File: config.mk
export PLATFORM = sky130hd
export DESIGN_NAME = rf_write_arbiter
export DESIGN_NICKNAME = d
export VERILOG_FILES = /design/src/rtl/rf_write_arbiter.sv
export SDC_FILE = /design/constraint.sdc
export NUM_CORES = 1
export LEC_CHECK = 0
export ABC_AREA = 1
export BUFFER_PORTS_ARGS = -buffer_cell sky130_fd_sc_hd__clkbuf_2
export CAP_MARGIN = 20
export CORE_MARGIN = 8
export CORE_UTILIZATION = 45
export CTS_CLUSTER_DIAMETER = 100
export DETAILED_ROUTE_END_ITERATION = 8
export PLACE_DENSITY_LB_ADDON = 0.1
export SYNTH_ARGS = -nofsm -noshare
export SYNTH_HDL_FRONTEND = slang
export SYNTH_SLANG_ARGS = --single-unit
File: constraint.sdc
create_clock -name clk -period 1.8 [get_ports clk]
set_input_delay 0.18 -clock clk [delete_from_list [all_inputs] [get_ports clk]]
set_output_delay 0.18 -clock clk [all_outputs]
set_load 0.05 [all_outputs]
File: src/rtl/rf_write_arbiter.sv
// rf_write_arbiter: shares the RF write port between WB and the long-latency unit; `define RF_SCOREBOARD_EN adds the busy scoreboard
module rf_write_arbiter #(
  parameter int RR_EN    = 0,
  parameter int MAX_WAIT = 4,
  parameter int CNT_W    = 4
) (
  input  logic             clk,
  input  logic             Reset,
  input  logic             wb_valid,
  input  logic [4:0]       wb_reg,
  input  logic [63:0]      wb_data,
  output logic             wb_ready,
  input  logic             lu_valid,
  input  logic [4:0]       lu_reg,
  input  logic [63:0]      lu_data,
  output logic             lu_ready,
  output logic [4:0]       WriteReg,
  output logic [63:0]      WriteData,
  output logic             RegWrite,
`ifdef RF_SCOREBOARD_EN
  input  logic             alloc_valid,
  input  logic [4:0]       alloc_reg,
  output logic [31:0]      busy,
`endif
  output logic [CNT_W-1:0] wait_cnt
);
  typedef enum logic [1:0] {PREF_WB, PREF_LU, FORCE_LU} stateT;
  stateT state, nextState;
  logic wbXfer, luXfer, commit;
  logic [4:0] selReg;
  logic atMax;
  assign atMax  = wait_cnt == CNT_W'(MAX_WAIT);
  assign wbXfer = wb_valid && wb_ready;
  assign luXfer = lu_valid && lu_ready;
  assign selReg = luXfer ? lu_reg : wb_reg;
  assign commit = (wbXfer || luXfer) && selReg != 5'd31;
  // grant selection and next preference; a starved LU forces unless it is served this cycle
  always_comb begin
    wb_ready  = 1'b0;
    lu_ready  = 1'b0;
    nextState = state;
    wb_ready  = wb_valid && (state == PREF_WB || (state == PREF_LU && !lu_valid));
    lu_ready  = lu_valid && (state != PREF_WB || !wb_valid);
    nextState = (atMax && !luXfer) ? FORCE_LU :
                state == FORCE_LU ? (luXfer ? PREF_WB : FORCE_LU) :
                RR_EN == 0 ? PREF_WB :
                wbXfer ? PREF_LU :
                luXfer ? PREF_WB : state;
  end
  // arbitration state register
  always_ff @(posedge clk or negedge Reset)
    if (!Reset) state <= PREF_WB;
    else state <= nextState;
  // LU starvation counter, saturating at MAX_WAIT
  always_ff @(posedge clk or negedge Reset)
    if (!Reset) wait_cnt <= '0;
    else wait_cnt <= (luXfer || !lu_valid) ? '0 : atMax ? wait_cnt : wait_cnt + CNT_W'(1);
  // registered RF write port; XZR transfers are consumed without a commit
  always_ff @(posedge clk or negedge Reset)
    if (!Reset) begin
      RegWrite  <= 1'b0;
      WriteReg  <= '0;
      WriteData <= '0;
    end else begin
      RegWrite <= commit;
      if (commit) begin
        WriteReg  <= selReg;
        WriteData <= luXfer ? lu_data : wb_data;
      end
    end
`ifdef RF_SCOREBOARD_EN
  logic [31:0] setMask, clrMask;
  assign setMask = alloc_valid ? 32'd1 << alloc_reg : '0;
  assign clrMask = RegWrite ? 32'd1 << WriteReg : '0;
  // busy bits: allocation wins over a same-cycle commit; X31 never busy
  always_ff @(posedge clk or negedge Reset)
    if (!Reset) busy <= '0;
    else busy <= ((busy & ~clrMask) | setMask) & 32'h7FFF_FFFF;
`endif
endmodule

==> results of run 1 <==
-- tightest hold or removal path, cell delays in order --
cell                       delay (ns)
sky130_fd_sc_hd__clkbuf_2        0.07
sky130_fd_sc_hd__nand2_1         0.04
sky130_fd_sc_hd__nand2_1         0.05
sky130_fd_sc_hd__nand3_1         0.07
sky130_fd_sc_hd__nand2_1         0.06
-- flip-flops by register name, indices dropped and copies added, names as in the netlist --
name and count:
RegWrite 1, WriteData 64, WriteReg 5, wait_cnt 4, state 1
-- power by group through the flow --
stage          Clock [mW]  Sequential (mW)  Combinational [mW]
2_1_floorplan           0             2.79               0.480
3_3_place_gp            0             2.05                1.76
3_5_place_dp            0             2.05                1.79
4_1_cts              1.61             2.02                1.79
5_1_grt              1.69             2.05                1.96
6_report             1.58             2.02                1.81
-- stage by stage --
stage | hold slack, ns | cells | worst slack, ns
final | 0.154 | 883 | 0.139
after global routing | 0.158 | 883 | 0.000350
after floorplan | -0.116 | 560 | 0.207
after detailed placement | 0.158 | 861 | 0.157
after global placement | 0.154 | 861 | 0.209
after CTS | 0.141 | 877 | 0.0259
-- synthesized netlist by cell type --
cell type	count	area, µm²
sky130_fd_sc_hd__a21oi_1	2	10.0
sky130_fd_sc_hd__and2_1	1	6.26
sky130_fd_sc_hd__buf_1	6	22.5
sky130_fd_sc_hd__buf_2	16	80.1
sky130_fd_sc_hd__buf_4	1	7.51
sky130_fd_sc_hd__buf_6	9	101
sky130_fd_sc_hd__clkbuf_1	4	15.0
sky130_fd_sc_hd__dfrtp_1	75	1880
sky130_fd_sc_hd__ha_1	2	25.0
sky130_fd_sc_hd__inv_1	7	26.3
sky130_fd_sc_hd__inv_2	3	11.3
sky130_fd_sc_hd__nand2_1	335	1260
sky130_fd_sc_hd__nand2_2	10	62.6
sky130_fd_sc_hd__nand2_4	1	11.3
sky130_fd_sc_hd__nand2_8	1	20.0
sky130_fd_sc_hd__nand3_1	76	380
sky130_fd_sc_hd__nand3b_1	1	7.51
sky130_fd_sc_hd__nor2_1	4	15.0
sky130_fd_sc_hd__o21ai_0	2	10.0
sky130_fd_sc_hd__o21ai_2	1	8.76
sky130_fd_sc_hd__o21bai_4	1	18.8
sky130_fd_sc_hd__xnor2_1	1	8.76
sky130_fd_sc_hd__xor2_1	1	8.76
-- cells by family (layout without fill, tap and decap cells) --
family	after synthesis	in the layout	share of synthesized area, %
simple gates	429	430	44.1
flops	75	75	47.0
buf+inv	46	260	6.61
compound gates	6	6	1.19
fa+ha+maj	2	2	0.627
xor+xnor	2	2	0.439
-- worst paths after layout --
path / end / cells past startpoint
max: WriteData[18] / 11
min: WriteData[54] / 5
max reg2reg: WriteData[18] / 11
min reg2reg: WriteData[21] / 2
max in group asynchronous: WriteData[13] / 3
min in group asynchronous: WriteData[21] / 2
-- timing repair --
action | in CTS | in global routing
endpoints found under the setup margin | 1 | 52
hold endpoints to repair | 33 | 0
cloned | 0 | 4
hold buffers | 1 | 0
setup buffers | 0 | 2
pin swaps | 0 | 2
resized for setup | 0 | 4
-- routing by layer --
layer / vias up / track usage, % / routed length, µm
met4: 0 / 6.09 / 152
met2: 154 / 33.4 / 6260
met1: 1865 / 24.6 / 4930
met5: - / 0 / 0
li1: 2153 / - / -
met3: 10 / 6.51 / 1320
-- final cells by class --
type                    count  area, µm²
fillers                   814       3150
inverters                  10       37.5
flip-flops and latches     75       1880
repair buffers            234       1380
multi-input cells         440       1860
well taps                 108        135
clock buffers              12        145
clock inverters             4       97.6
==> flow_summary.json, run 1 <==
{
  "outcome": "completed",
  "number_of_nets_with_antenna_violations_after_detailed_routing": 0,
  "crit_start": "state[1]",
  "cp_max_fo": 21,
  "switching_share_pct": 37.9,
  "worst_hold_path_type": "in2reg",
  "post-route-drc-count": 0,
  "final_common_cell": "sky130_fd_sc_hd__nand2_1",
  "layout-area-overhead-vs-synth_pct": 38.6,
  "power_dissipated_by_switching_net_loads_mw": 2.05,
  "syn-num-nets": 704,
  "grt_util_all_layers_pct": 20.2,
  "globalplace.congestion": 0.851,
  "detailedRoute.firstIterationViolations": 195,
  "die_width_um": 110,
  "max-vdd-ir-drop_mv": 0.386,
  "drv.max_cap_violation_count": 0,
  "power-per-cell-area_nw_per_um2": 977,
  "tritoncts_num_sinks": 75,
  "cp_cell_sequence": "inv_2, nand2_4, nand2_8, nand2_1, nand2_1, nand3_1, o21bai_4, buf_12, buf_12, nand2_1, nand2_1",
  "min_period_over_period_pct": 92.3,
  "grt-ovfl-total": 0,
  "critPathMaxStageDelay_ns": 0.37,
  "layout-drive-gt1-share_pct": 34.3,
  "placement_rows": 34,
  "post_synth_inst_count": 560,
  "routed_wl_mm": 12.7,
  "most-common-layout-cells": "sky130_fd_sc_hd__nand2_1 (335), sky130_fd_sc_hd__clkbuf_2 (215), sky130_fd_sc_hd__nand3_1 (76)",
  "floorplan.die.height_um": 110,
  "number_of_hold_violations_in_the_final_report": 0,
  "placeableCoreArea_um2": 8680,
  "worstPathArrival_ns": 1.93,
  "cts_tree": "built",
  "worst-r2r-setup-slack_ns": 0.14,
  "critical_path_required_ns": 2.07,
  "ys_ff_latch": 75,
  "setup_viol": 0,
  "timing.clock.skew_ns": 0.0121,
  "detailroute.via_count": 4182,
  "initial_utilization_pct": 46.0,
  "finalSetupTns_ns": 0,
  "ios": 218,
  "total_leakage_power_nw": 3.38,
  "worst_setup_path_category": "reg2reg",
  "min_period_ns": 1.66,
  "clk_root_buffer_cell": "sky130_fd_sc_hd__clkbuf_8",
  "drv_slew": 0,
  "slowest_stage": "sky130_fd_sc_hd__dfrtp_1",
  "viasPerCell": 4.74,
  "critical_path.reg2reg.startpoint": "state[1]",
  "portBuffers": 217,
  "cts_max_path_buffers": 2,
  "power.sequential.fraction_pct": 37.4,
  "unrepaired_setup_endpoints_after_global_routing": "false",
  "antenna_found_initial": 0,
  "antenna_diode_count": 0,
  "worst_setup_ep_type": "flip-flop",
  "critPathBufInv": 3,
  "relSlewSlack_pct": 70.8,
  "portion_of_the_post_synthesis_area_used_by_sequential_elements_pct": 47.0,
  "post_synth_num_cell_types": 23,
  "detailedRoute.firstPassIterationCount": 5,
  "total_power_mw": 5.41,
  "grt_max_degree": 45,
  "clock_tree.htree_level_count": 3,
  "post_detailed_route_wirelength_per_cell_um": 14.3,
  "actual_transition_at_the_worst_max_transition_pin_ns": 0.438,
  "design_area_um2": 5530,
  "grt_pass1_wl_mm": 19.6,
  "cts_buffers": 9,
  "placement.cell_area_um2": 5170,
  "hold_path.startpoint": "lu_data[54]",
  "ys.warnings.count": 0,
  "clk_pin_slew_ns": 0.08,
  "path_delay_family": "simple AND/OR/NAND/NOR gates",
  "max_freq_mhz": 602,
  "worst_skew_pair.late_latency_ns": 0.35,
  "p_comb_share_pct": 33.4,
  "intPower_mw": 3.36,
  "critPathLaunchType": "flip-flop",
  "die_area_um2": 12100,
  "num-nets-final": 914,
  "first_global_vias": 4177,
  "final_core_util_pct": 63.7,
  "p_clk_share_pct": 29.2,
  "crit_top_cell": "sky130_fd_sc_hd__nand2_1",
  "synth_area_per_cell_um2": 7.13,
  "syn_area_um2": 3990,
  "dpl.hpwl_mm": 9.43
}
Note: power is estimated with default switching activity, not from simulation.
==> run 2, diff against run 1 <==
- PLACE_DENSITY: unset -> 0.92
- PLACE_DENSITY_LB_ADDON: 0.1 -> unset
- SLEW_MARGIN: unset -> 40
==> flow_summary.json, run 2 (synthesized netlist as in run 1, its figures left out) <==
{
  "top_regs": "WriteData (64), WriteReg (5), wait_cnt (4)",
  "relSlewSlack_pct": 67.4,
  "power_dissipated_by_switching_net_loads_mw": 2.00,
  "min_period_ns": 1.72,
  "cts_max_path_buffers": 2,
  "layout-area-overhead-vs-synth_pct": 33.9,
  "initial_utilization_pct": 46.0,
  "first_global_vias": 3892,
  "largest_reg_flops": 64,
  "clk_pin_slew_ns": 0.08,
  "holdWs_ns": 0.172,
  "cp_max_fo": 24,
  "p_clk_share_pct": 24.2,
  "min_period_over_period_pct": 95.5,
  "dpl.hpwl_mm": 9.20,
  "met1_usage_in_global_routing_pct": 22.6,
  "actual_transition_at_the_worst_max_transition_pin_ns": 0.488,
  "intPower_mw": 3.00,
  "power-per-cell-area_nw_per_um2": 935,
  "final_core_util_pct": 61.6,
  "max-vdd-ir-drop_mv": 0.424,
  "globalplace.congestion": 0.833,
  "total_power_mw": 5.00,
  "detailedRoute.firstIterationViolations": 168,
  "die_width_um": 110,
  "design_area_um2": 5340,
  "layout.filler_cells": 849,
  "ios": 218,
  "final_common_cell": "sky130_fd_sc_hd__nand2_1",
  "viasPerCell": 4.68,
  "cts_buffers": 9,
  "post_detailed_route_wirelength_per_cell_um": 13.9,
  "post-route-drc-count": 0,
  "slowest_stage": "sky130_fd_sc_hd__dfrtp_1",
  "clk_root_buffer_cell": "sky130_fd_sc_hd__clkbuf_8",
  "setup_viol": 0,
  "most-common-layout-cells": "sky130_fd_sc_hd__nand2_1 (334), sky130_fd_sc_hd__clkbuf_2 (216), sky130_fd_sc_hd__nand3_1 (76)",
  "floorplan.die.height_um": 110,
  "critical_path_required_ns": 2.06,
  "placeableCoreArea_um2": 8680,
  "antenna_diode_count": 0,
  "critPathMaxStageDelay_ns": 0.38,
  "antenna_found_initial": 0,
  "finalSetupTns_ns": 0,
  "dp_worst_setup_slack_ns": 0.129,
  "cp_cell_sequence": "inv_2, nand2_4, nand2_8, nand2_1, nand2_1, nand3_1, o21bai_4, clkbuf_16, nand2_1, nand2_1",
  "critPathBufInv": 2,
  "outcome": "completed",
  "placement_rows": 34,
  "num-nets-final": 908,
  "max_flop_register": "WriteData",
  "p_comb_share_pct": 35.4,
  "cts_tree": "built",
  "grt-ovfl-total": 0,
  "grt_util_all_layers_pct": 19.5,
  "final_cells": 876,
  "die_area_um2": 12100,
  "grt_pass1_wl_mm": 18.8,
  "max_freq_mhz": 582,
  "met2_usage_pct": 34.4,
  "worst_setup_path_category": "reg2reg",
  "tritoncts_num_sinks": 75,
  "total_leakage_power_nw": 3.30,
  "grt_max_degree": 49,
  "timing.clock.skew_ns": 0.0115,
  "cts_setup_buffers": 0,
  "unrepaired_setup_endpoints_after_global_routing": "false",
  "dp_cells": 859,
  "globalRoute.busiestLayer": "met2",
  "path_delay_family": "simple AND/OR/NAND/NOR gates",
  "worst_hold_path_type": "in2reg",
  "number_of_nets_with_antenna_violations_after_detailed_routing": 0,
  "global_routing_usage_on_met3_pct": 5.87,
  "timing.final.ws_setup_ns": 0.0806,
  "worstPathArrival_ns": 1.98,
  "placement.cell_area_um2": 5130,
  "power.sequential.fraction_pct": 40.4,
  "critPathLaunchType": "flip-flop",
  "clock_tree.htree_level_count": 3,
  "portBuffers": 217,
  "crit_top_cell": "sky130_fd_sc_hd__nand2_1",
  "routed_wl_mm": 12.1,
  "detailroute.via_count": 4100,
  "drv_slew": 0,
  "detailedRoute.firstPassIterationCount": 4,
  "layout-drive-gt1-share_pct": 33.7,
  "switching_share_pct": 40.0,
  "number_of_hold_violations_in_the_final_report": 0,
  "drv.max_cap_violation_count": 0,
  "worst_skew_pair.late_latency_ns": 0.33,
  "worst_setup_ep_type": "flip-flop"
}
## run 2: area by class of cell
type / instances / area, µm² / area share, %
flip-flops and latches: 75 / 1880 / 35.1
multi-input cells: 439 / 1850 / 34.7
repair buffers: 229 / 1260 / 23.7
clock buffers: 12 / 135 / 2.53
well taps: 108 / 135 / 2.53
clock inverters: 3 / 40.0 / 0.749
inverters: 10 / 37.5 / 0.703
## run 2: worst paths after layout
kind                       slack (ns)          start  cells after the start       endpoint
min reg2reg                      0.47  WriteData[32]                      2  WriteData[32]
min in group asynchronous        0.32          Reset                      2  WriteData[27]
max reg2reg                      0.08       state[1]                     10  WriteData[62]
max                              0.08       state[1]                     10  WriteData[62]
max in group asynchronous        0.89          Reset                      3  WriteData[35]
min                              0.17    lu_data[43]                      5  WriteData[43]
## run 2: power groups by stage
stage	registers (mW)	clock network [mW]	logic [mW]
after floorplan	2.79	0	0.480
after global placement	2.04	0	1.75
after detailed placement	2.05	0	1.78
after CTS	2.02	1.25	1.78
after global routing	2.04	1.32	1.91
final	2.02	1.21	1.77
## run 2: worst min-delay path: stages
cell and delay (ns):
sky130_fd_sc_hd__clkbuf_2 0.07, sky130_fd_sc_hd__nand2_1 0.04, sky130_fd_sc_hd__nand2_1 0.05, sky130_fd_sc_hd__nand3_1 0.07, sky130_fd_sc_hd__nand2_1 0.06
## run 2: routing by layer
metal	part of all wire (%)	routed length [µm]
met3	10	1230
met1	39	4730
met2	50	6070
met5	0	0
met4	0.89	108
## run 2: timing repair
item / 4_1_cts / 5_1_grt
resized for setup: 0 / 2
setup endpoints to repair: 0 / 27
hold buffers: 1 / 0
hold endpoints to repair: 31 / 0
==> run 3, diff against run 2 <==
- clock period: 1.8 -> 1.9 ns (I/O delays scaled with it)
==> flow_summary.json, run 3 (synthesized netlist as in run 1, its figures left out) <==
{
  "outcome": "completed",
  "floorplan.die.height_um": 110,
  "antenna_found_initial": 0,
  "worst-r2r-setup-slack_ns": 0.21,
  "dp_cells": 860,
  "max_freq_mhz": 553,
  "timing.final.ws_setup_ns": 0.0933,
  "design_area_um2": 5350,
  "post_detailed_route_wirelength_per_cell_um": 13.7,
  "cts_tree": "built",
  "grt_max_degree": 47,
  "timing.rr.end": "WriteData[58]",
  "grt_util_all_layers_pct": 19.6,
  "critical_path_required_ns": 1.71,
  "intPower_mw": 2.97,
  "relSlewSlack_pct": 60.1,
  "met1_usage_in_global_routing_pct": 22.8,
  "min_period_over_period_pct": 95.1,
  "setup_viol": 0,
  "power.sequential.fraction_pct": 39.3,
  "die_area_um2": 12100,
  "dp_worst_setup_slack_ns": 0.258,
  "grt-ovfl-total": 0,
  "detailedRoute.firstIterationViolations": 239,
  "post_cts_resized": 0,
  "top_regs": "WriteData (64), WriteReg (5), wait_cnt (4)",
  "finalSetupTns_ns": 0,
  "ios": 218,
  "dpl.hpwl_mm": 9.38,
  "worst_hold_path_type": "in2reg",
  "actual_transition_at_the_worst_max_transition_pin_ns": 0.598,
  "total_leakage_power_nw": 3.30,
  "most-common-layout-cells": "sky130_fd_sc_hd__nand2_1 (335), sky130_fd_sc_hd__clkbuf_2 (216), sky130_fd_sc_hd__nand3_1 (76)",
  "unrepaired_setup_endpoints_after_global_routing": "false",
  "layout.filler_cells": 821,
  "total_power_mw": 4.87,
  "worst_setup_ep_type": "output port",
  "post-route-drc-count": 0,
  "min_period_ns": 1.81,
  "layout-area-overhead-vs-synth_pct": 34.0,
  "max-vdd-ir-drop_mv": 0.386,
  "grt_pass1_wl_mm": 18.8,
  "number_of_hold_violations_in_the_final_report": 0,
  "global_routing_usage_on_met3_pct": 6.10,
  "viasPerCell": 4.76,
  "power-per-cell-area_nw_per_um2": 910,
  "detailroute.via_count": 4168,
  "drv_slew": 0,
  "worst_setup_path_category": "reg2out",
  "critPathLaunchType": "flip-flop",
  "p_comb_share_pct": 34.2,
  "placement_rows": 34,
  "switching_share_pct": 39.1,
  "detailedRoute.firstPassIterationCount": 4,
  "globalRoute.busiestLayer": "met2",
  "power_dissipated_by_switching_net_loads_mw": 1.90,
  "cts_max_path_buffers": 2,
  "placement.cell_area_um2": 5130,
  "p_clk_share_pct": 26.5,
  "clk_pin_slew_ns": 0.08,
  "max_flop_register": "WriteData",
  "tritoncts_num_sinks": 75,
  "cts_setup_buffers": 0,
  "routed_wl_mm": 12.0,
  "layout-drive-gt1-share_pct": 33.9,
  "critPathMaxStageDelay_ns": 0.35,
  "whs_path_depth": 5,
  "globalplace.congestion": 0.834,
  "rr_worst_depth": 10,
  "die_width_um": 110,
  "num-nets-final": 908,
  "clock_tree.htree_level_count": 3,
  "timing.clock.skew_ns": 0.0155,
  "hold_bufs_inserted_after_cts": 1,
  "hold_end": "WriteData[40]",
  "final_core_util_pct": 61.6,
  "cp_max_fo": 17,
  "holdWs_ns": 0.176,
  "met2_usage_pct": 33.7,
  "drv.max_cap_violation_count": 0,
  "final_common_cell": "sky130_fd_sc_hd__nand2_1",
  "crit_top_cell": "sky130_fd_sc_hd__inv_2",
  "clk_root_buffer_cell": "sky130_fd_sc_hd__clkbuf_8",
  "worst_skew_pair.late_latency_ns": 0.34,
  "largest_reg_flops": 64,
  "initial_utilization_pct": 46.0,
  "portBuffers": 217,
  "final_cells": 876,
  "worstPathArrival_ns": 1.62,
  "cp_cell_sequence": "inv_2, nand2_4, nand2_8, inv_2, buf_12, clkbuf_2",
  "antenna_diode_count": 0,
  "placeableCoreArea_um2": 8680,
  "number_of_nets_with_antenna_violations_after_detailed_routing": 0,
  "first_global_vias": 4043,
  "hold_path.startpoint": "lu_data[40]",
  "critical_path.reg2reg.startpoint": "state[1]",
  "cts_buffers": 9,
  "slowest_stage": "sky130_fd_sc_hd__dfrtp_1"
}
==> run 3: worst max-delay path, delay by kind of cell, from the launching register on <==
kind	cells	cell delay [ns]
buffers and inverters	4	0.74
AND/OR/NAND/NOR	2	0.18
flip-flops	1	0.35
==> run 3: routing by layer <==
layer	wire [µm]	up-vias
met2	6020	166
met5	0	-
met1	4700	1851
met3	1180	12
met4	133	0
li1	-	2139
==> run 3: layout make-up <==
cell class	instances	area, µm²	share of cell area [%]
clock inverters	5	78.8	1.47
flip-flops and latches	75	1880	35.1
repair buffers	229	1240	23.2
multi-input cells	439	1850	34.6
clock buffers	10	128	2.39
inverters	10	37.5	0.702
well taps	108	135	2.53
==> run 3: how the worst max path moves through the flow <==
stage / from / end / slack [ns] / cells after the start
floorplan: state[1] / WriteData[24] / 0.31 / 9
global placement: state[1] / WriteData[1] / 0.28 / 10
detailed placement: state[1] / WriteData[25] / 0.26 / 10
CTS: state[1] / lu_ready / 0.09 / 6
global route: state[1] / lu_ready / 0.005 / 6
finish: state[1] / lu_ready / 0.09 / 6
==> run 3: power groups by stage <==
stage          clock network (mW)  registers (mW)  logic, mW
6_report                     1.29            1.91       1.66
5_1_grt                      1.42            1.94       1.80
4_1_cts                      1.33            1.92       1.68
3_5_place_dp                    0            1.94       1.68
3_3_place_gp                    0            1.93       1.66
2_1_floorplan                   0            2.64      0.454
